File: src/rtl/riscv_pkg.sv
// rtl/riscv_pkg.sv - shared RV32 fetch types and defaults
package riscv_pkg;

   typedef logic [31:0] xlen_t;

   localparam xlen_t DEFAULT_RESET_PC = 32'h0000_0000;

   typedef struct packed {
      xlen_t       pc;
      logic [31:0] instr;
      logic        err;
   } fetch_entry_t;

endpackage

File: src/rtl/fetch_fifo.sv
// rtl/fetch_fifo.sv - synchronous FIFO of fetch entries; clear overrides push/pop
module fetch_fifo
   import riscv_pkg::*;
#(
   parameter int DEPTH = 4,
   localparam int CW = $clog2(DEPTH) + 1
) (
   input  logic         clk,
   input  logic         rst,
   input  logic         clear,
   input  logic         push,
   input  fetch_entry_t din,
   input  logic         pop,
   output fetch_entry_t dout,
   output logic [CW-1:0] count,
   output logic         empty,
   output logic         full
);
   localparam int AW = $clog2(DEPTH);

   fetch_entry_t  mem [DEPTH];
   logic [AW-1:0] wr_ptr;
   logic [AW-1:0] rd_ptr;
   logic          do_push;
   logic          do_pop;

   assign empty   = (count == '0);
   assign full    = (count == CW'(DEPTH));
   assign do_pop  = pop && !empty;
   // A pop frees the slot the push needs, so push-while-full is legal with a pop.
   assign do_push = push && (!full || do_pop);
   assign dout    = mem[rd_ptr];

   always_ff @(posedge clk or posedge rst) begin
      if (rst) begin
         wr_ptr <= '0;
         rd_ptr <= '0;
         count  <= '0;
         for (int i = 0; i < DEPTH; i++) begin
            mem[i] <= '0;
         end
      end else if (clear) begin
         wr_ptr <= '0;
         rd_ptr <= '0;
         count  <= '0;
      end else begin
         if (do_push) begin
            mem[wr_ptr] <= din;
            wr_ptr      <= wr_ptr + AW'(1);
         end
         if (do_pop) begin
            rd_ptr <= rd_ptr + AW'(1);
         end
         case ({do_push, do_pop})
            2'b10:   count <= count + CW'(1);
            2'b01:   count <= count - CW'(1);
            default: count <= count;
         endcase
      end
   end

endmodule

File: src/rtl/imem_prefetch_buffer.sv
// rtl/imem_prefetch_buffer.sv - sequential instruction prefetcher with redirect flush
module imem_prefetch_buffer
   import riscv_pkg::*;
#(
   parameter int              XLEN     = 32,
   parameter int              DEPTH    = 4,
   parameter logic [XLEN-1:0] RESET_PC = DEFAULT_RESET_PC
) (
   input  logic            clk,
   input  logic            rst,
   input  logic            redirect_valid,
   input  logic [XLEN-1:0] redirect_pc,
   output logic            mem_req_valid,
   output logic [XLEN-1:0] mem_req_addr,
   input  logic            mem_req_ready,
   input  logic            mem_rsp_valid,
   input  logic [31:0]     mem_rsp_data,
   input  logic            mem_rsp_err,
   output logic            out_valid,
   output logic [XLEN-1:0] out_pc,
   output logic [31:0]     out_instr,
   output logic            out_err,
   input  logic            out_ready
);
   localparam int CW = $clog2(DEPTH) + 1;

   logic [XLEN-1:0] fetch_pc;
   logic [XLEN-1:0] rsp_pc;
   logic [XLEN-1:0] steer_pc;
   logic [CW-1:0]   inflight;
   logic [CW-1:0]   drop_cnt;
   logic [CW-1:0]   fifo_count;
   logic [CW-1:0]   issue_inc;
   logic [CW-1:0]   rsp_inc;
   logic [CW:0]     occupancy;
   logic            issue;
   logic            dropping;
   logic            push;
   logic            pop;
   logic            fifo_empty;
   logic            fifo_full;
   fetch_entry_t    push_entry;
   fetch_entry_t    head;

   assign steer_pc  = {redirect_pc[XLEN-1:2], 2'b00};
   // Outstanding requests (including ones to be dropped) reserve a FIFO slot,
   // so a response always has room and the bus needs no back-pressure.
   assign occupancy = {1'b0, fifo_count} + {1'b0, inflight};

   assign mem_req_valid = !rst && !redirect_valid && (occupancy < (CW+1)'(DEPTH));
   assign mem_req_addr  = fetch_pc;
   assign issue         = mem_req_valid && mem_req_ready;
   assign issue_inc     = CW'(issue);
   assign rsp_inc       = CW'(mem_rsp_valid);

   assign dropping   = (drop_cnt != '0);
   assign push       = mem_rsp_valid && !dropping && !redirect_valid && (!fifo_full || pop);
   assign pop        = out_valid && out_ready && !redirect_valid;
   assign push_entry = '{pc: rsp_pc, instr: mem_rsp_data, err: mem_rsp_err};

   assign out_valid = !fifo_empty;
   assign out_pc    = head.pc;
   assign out_instr = head.instr;
   assign out_err   = head.err;

   always_ff @(posedge clk or posedge rst) begin
      if (rst) begin
         fetch_pc <= RESET_PC;
         rsp_pc   <= RESET_PC;
         inflight <= '0;
         drop_cnt <= '0;
      end else if (redirect_valid) begin
         fetch_pc <= steer_pc;
         rsp_pc   <= steer_pc;
         inflight <= inflight - rsp_inc;
         drop_cnt <= inflight - rsp_inc;
      end else begin
         if (issue) begin
            fetch_pc <= fetch_pc + XLEN'(4);
         end
         if (push) begin
            rsp_pc <= rsp_pc + XLEN'(4);
         end
         if (mem_rsp_valid && dropping) begin
            drop_cnt <= drop_cnt - CW'(1);
         end
         inflight <= inflight + issue_inc - rsp_inc;
      end
   end

   fetch_fifo #(
      .DEPTH (DEPTH)
   ) u_fifo (
      .clk   (clk),
      .rst   (rst),
      .clear (redirect_valid),
      .push  (push),
      .din   (push_entry),
      .pop   (pop),
      .dout  (head),
      .count (fifo_count),
      .empty (fifo_empty),
      .full  (fifo_full)
   );

endmodule

File: config.mk
export PLATFORM = sky130hd
export DESIGN_NAME = imem_prefetch_buffer
export DESIGN_NICKNAME = d
export VERILOG_FILES = /design/src/rtl/riscv_pkg.sv /design/src/rtl/fetch_fifo.sv /design/src/rtl/imem_prefetch_buffer.sv
export SDC_FILE = /design/constraint.sdc
export NUM_CORES = 1
export LEC_CHECK = 0
export CORE_MARGIN = 10
export CORE_UTILIZATION = 46
export CTS_CLUSTER_DIAMETER = 40
export DETAILED_ROUTE_END_ITERATION = 6
export GPL_TIMING_DRIVEN = 0
export PLACE_DENSITY = 0.71
export SLEW_MARGIN = 0
export SYNTH_ARGS = -nofsm -noshare
export SYNTH_HDL_FRONTEND = slang
export SYNTH_SLANG_ARGS = --single-unit
File: constraint.sdc
create_clock -name clk -period 12.05 [get_ports clk]
set_input_delay 2.41 -clock clk [delete_from_list [all_inputs] [get_ports clk]]
set_output_delay 2.41 -clock clk [all_outputs]
set_load 0.005 [all_outputs]
* Word-level counts from Yosys, hierarchy flattened
Cells that the tools add are included.
** Storage, ports and cells
- Word-level logic and storage cells :: 87
- Bits of input ports :: 71
- Register bits after elaboration :: 337
- Output and inout bits :: 99
** Cells by class
- Muxes and demuxes :: 19
- Add/sub/neg operators :: 11
- Bitwise logic cells :: 3
- Reduce and logical (&&, ||, !) cells :: 28
- Order comparisons :: 4
- Equal/unequal tests :: 3
** Operator list (count)
- bitwise mux 260 bit :: 1
- 2-to-1 mux 65 bit :: 3
- binary-select mux 65 bit (select 2 bit) :: 1
- demux 65 bit (select 2 bit) :: 1
- 2-to-1 mux 32 bit :: 4
- adder 32 x 3 -> 32 bit, second input constant :: 2
- logical AND 1 bit :: 12
- 2-to-1 mux 3 bit :: 4
- nonzero test 2 bit :: 5
- 2-to-1 mux 2 bit :: 4
- greater-or-equal comparator 3 bit, second input constant :: 2
- NOT 2 -> 3 bit :: 2
- case mux 3 bit (2 select lines) :: 1
- nonzero test 3 bit :: 2
- subtractor 3 x 1 -> 3 bit :: 2
- subtractor 3 x 1 -> 3 bit, second input constant :: 2
- logical NOT 1 bit :: 5
- adder 2 x 1 -> 2 bit, second input constant :: 2
- adder 3 x 3 -> 4 bit :: 1
- < comparator 4 x 3 -> 1 bit, second input constant :: 1
- adder 3 x 1 -> 3 bit :: 1
- adder 3 x 1 -> 3 bit, second input constant :: 1
- == test 3 bit, second input constant :: 1
- logical NOT 3 bit :: 1
- other kinds (6) :: 7

* Longest topological paths before layout
- Depth in word-level cells :: 10
- Gate-level depth with buffers :: 13
- Gate-level depth less buffers :: 11

* Cells and area by module
Synthesis repeated with hierarchy kept, for this count alone.
** Second synthesis, totals
- Cell total of the unflattened synthesis :: 1127
- Area, all modules :: 15747.6 um^2
** By module, submodules not included
- fetch_fifo :: times used 1, cells an instance 690, sequential area each 6681.4 um^2, area each 11846.4 um^2
- imem_prefetch_buffer :: times used 1, cells an instance 437, sequential area each 1651.6 um^2, area each 3901.2 um^2

* Least setup slack after synthesis
No wires, ideal clock.
- Path type :: input to output
- Start point :: input redirect_valid
- End point :: output mem_req_valid
- Path slack :: 6642 ps
- Data required time :: 9640 ps
- Data arrival time :: 2998 ps
- Stages on the path :: 3
- Buffers on the path :: 1
- Path through :: inv_1 -> clkbuf_1 -> and3_1
** On the way
- Word-level cells in the longest chain between the ends :: 3
** RTL lines
- from (decl) :: line imem_prefetch_buffer.sv:11 : input logic redirect_valid,
- logical NOT 1 bit :: line imem_prefetch_buffer.sv:50 : assign mem_req_valid = !rst && !redirect_valid && (occupancy < (CW+1)'(DEPTH));
- logical AND 1 bit (2 in series) :: line imem_prefetch_buffer.sv:50
- to (decl) :: line imem_prefetch_buffer.sv:13 : output logic mem_req_valid,
Every way passes these cells.

* Worst setup path after layout
Same ends and word-level chain as after synthesis.

==> metrics.txt <==
outcome=complete, no violations; R2R setup slack=8.77 ns; skew final=0.01714 ns; initial antenna violation count=0; Distinct cells, synth=56; hold-critical path endpoint=u_fifo.mem[121]; max-slew violations=0; # port buffers=163; Peak VDD IR=0.0001314 V; Seq cells post-synth=325; Net count, final=1,402; worst min-delay path class=reg2reg; Synth area leaders=dfrtp_1, mux2_2, mux4_2, nand2_1, xor2_1; Layout area overhead=25.64%; Avg Cell Area, Syn=13.89 µm²; Post-CTS Setup Inserts=0; worst slew pin tran=0.9924 ns; RSZ-0062 raised after global routing=no; Final setup viols=0; Vert. Die Dim=202.0 µm; number of CTS-inserted buffers=47; Arr. time, crit path=4.47 ns; post-synthesis sequential area ratio=0.5339; diode count=0; hpwl dp=26,150 µm; # rows=66; Worst setup SP type=primary input; Clock Pin Slew Worst Setup and Hold Paths=0.05 ns; r2r startpoint=u_fifo.count[1]; Die ar.=40,800 µm²; layout cell share with drive strength beyond 1=0.3422; first-pass GRT wire length=60,090 µm; Iter 0 DRT Violations=564; core area=32,620 µm²; Remaining DRCs=0; wire per inst=20.94 µm; Cell Pwr Density=212.3 nW/µm²; Synth top area share=0.5339; endpoints failing hold=0; Ys Warns=0; Final Util=0.5868; hold wc startpoint=u_fifo.mem[121]; Total GRT Usage=0.1832; max_slew headroom=0.3384; Final Non-Filler Cells=1,792; clk_lat worst skew=0.56 ns; I/O pin total=170; Vias/cell=5.626; FF-to-FF path depth=13; Crit. End Element=primary output; Remaining Overflow, GRT=0; pin count of the biggest net entering global routing=113; Cell Area, Synth=15,230 µm²; FILL cells=2,618; r2r endpoint=inflight[2]; hold-fix buffer count after cts=0; Via Count=10.08k; data required time of the critical path=9.64 ns; number of global-route vias before repair=10.66k; Starting Density=0.4670; Synth Instances=1,097; period utilization=0.5707; DRT antenna net count=0; dpl cells=1,708; TritonCTS clock tree=built; Num Clock Sinks=325; fmax=145.4 MHz; Pre-Repair DR Iteration Count=4; post-route total power=4.063 mW; H-tree Lvls=2; min Tclk post-route=6.877 ns; Max Cap Viol=0; cell taking the most area after synthesis=dfrtp_1; Die X=202.0 µm; CTS resizes=0; Longest Clk Path Bufs=3; critical path peak fanout=10; WHS Path Cells=2; Crit Path Class=in2out; Leak Pwr=8.532 nW; Root Buffer=clkbuf_16; WL final=37,520 µm; GPL Wtd Cong=0.8855
## Yosys cell counts (all sizes together)
master and n:
nor4b 2, o21ai 41, fa 2, a311oi 1, nand2b 4, or4 5
a31o 2, dfrtp 325, or4b 1, o31a 1, nand4b 1, inv 17
a21oi 10, xnor2 10, o211ai 20, nor2b 1, nand4 21, xor2 24
a31oi 6, clkbuf 26, conb 1, and4 6, and3b 1, a211oi 1
nand3b 3, nor2 26, mux4 63, mux2i 2, and2 6, mux2 249
nor3 11, nand3 43, o31ai 2, buf 49, o311ai 14, or2 2
nor4 5, nand2 62, ha 14, or3 4, and3 13
## logic make-up (layout without fill, tap and decap cells)
kind of cell	after synthesis	in the layout	synth area share
compound gates	98	98	0.04090
buf+inv	92	342	0.03285
other cells	1	4	0.0002462
mux	314	314	0.2785
simple gates	217	217	0.07992
flops	325	325	0.5339
xor+xnor	34	34	0.01955
fa+ha+maj	16	16	0.01413
## critical path: stages
cell             delay [ns]
clkdlybuf4s50_1        0.56
inv_1                  0.18
clkbuf_1               0.45
and3_1                 0.32
clkdlybuf4s50_1        0.54
## sequential cells by signal, summed over array words and instances (netlist names)
| register | count |
|---|---|
| u_fifo.mem | 252 |
| mem_req_addr | 30 |
| rsp_pc | 30 |
| drop_cnt | 3 |
| inflight | 3 |
| u_fifo.count | 3 |
| u_fifo.rd_ptr | 2 |
| u_fifo.wr_ptr | 2 |
## layout make-up
type | instances | area, µm² | area share
well taps | 442 | 553.0 | 0.02889
inverters | 17 | 71.32 | 0.003726
plain buffers | 75 | 436.7 | 0.02281
clock buffers | 58 | 1320 | 0.06897
clock inverters | 26 | 300.3 | 0.01569
flip-flops and latches | 325 | 8133 | 0.4249
multi-input cells | 683 | 6611 | 0.3454
repair buffers | 166 | 1714 | 0.08956
## worst max-delay path by stage
stage / from / end / cells past startpoint
finish: redirect_valid / mem_req_valid / 5
global route: redirect_valid / mem_req_valid / 5
CTS: redirect_valid / mem_req_valid / 5
detailed placement: redirect_valid / mem_req_valid / 5
global placement: rst / u_fifo.mem[215] / 2
floorplan: rst / drop_cnt[0] / 1
## power by group
group | total [mW] | leakage (nW) | internal (mW) | switching (mW)
Sequential | 1.47 | 4.27 | 1.32 | 0.144
Clock | 1.39 | 0.782 | 0.872 | 0.516
Combinational | 1.21 | 3.48 | 0.737 | 0.470
Total | 4.06 | 8.53 | 2.93 | 1.13
## cell usage in the layout (no fill, tap or decap), drive strengths merged, types with 9 or more instances in the layout
master,count
mux2,249
clkdlybuf4s50,163
inv,24
nor2,26
ha,14
nand2,62
o21ai,41
dfrtp,325
buf,52
xor2,24
clkbuf,84
a21oi,10
mux4,63
o311ai,14
xnor2,10
nand3,43
clkinv,9
o211ai,20
and3,13
nor3,11
nand4,21
## stage by stage
stage	area, µm²	hold slack [ns]	worst slack (ns)	setup TNS (ns)
after detailed placement	17520	0.4708	5.192	0
after global placement	17430	0.4604	-3.247	-1047.25
after floorplan	15240	0.4444	0.6420	0
after CTS	19140	0.4834	5.177	0
after global routing	19140	0.5064	5.078	0
final	19140	0.4775	5.173	0
## per-layer routing
metal / vias up / routed length (µm) / global-route usage
met4: 0 / 739 / 0.05181
met5: - / 0 / 0
li1: 4522 / - / -
met3: 60 / 2415 / 0.04526
met1: 5216 / 16870 / 0.2440
met2: 284 / 17500 / 0.2921
Note: power is estimated with default switching activity, not from simulation.
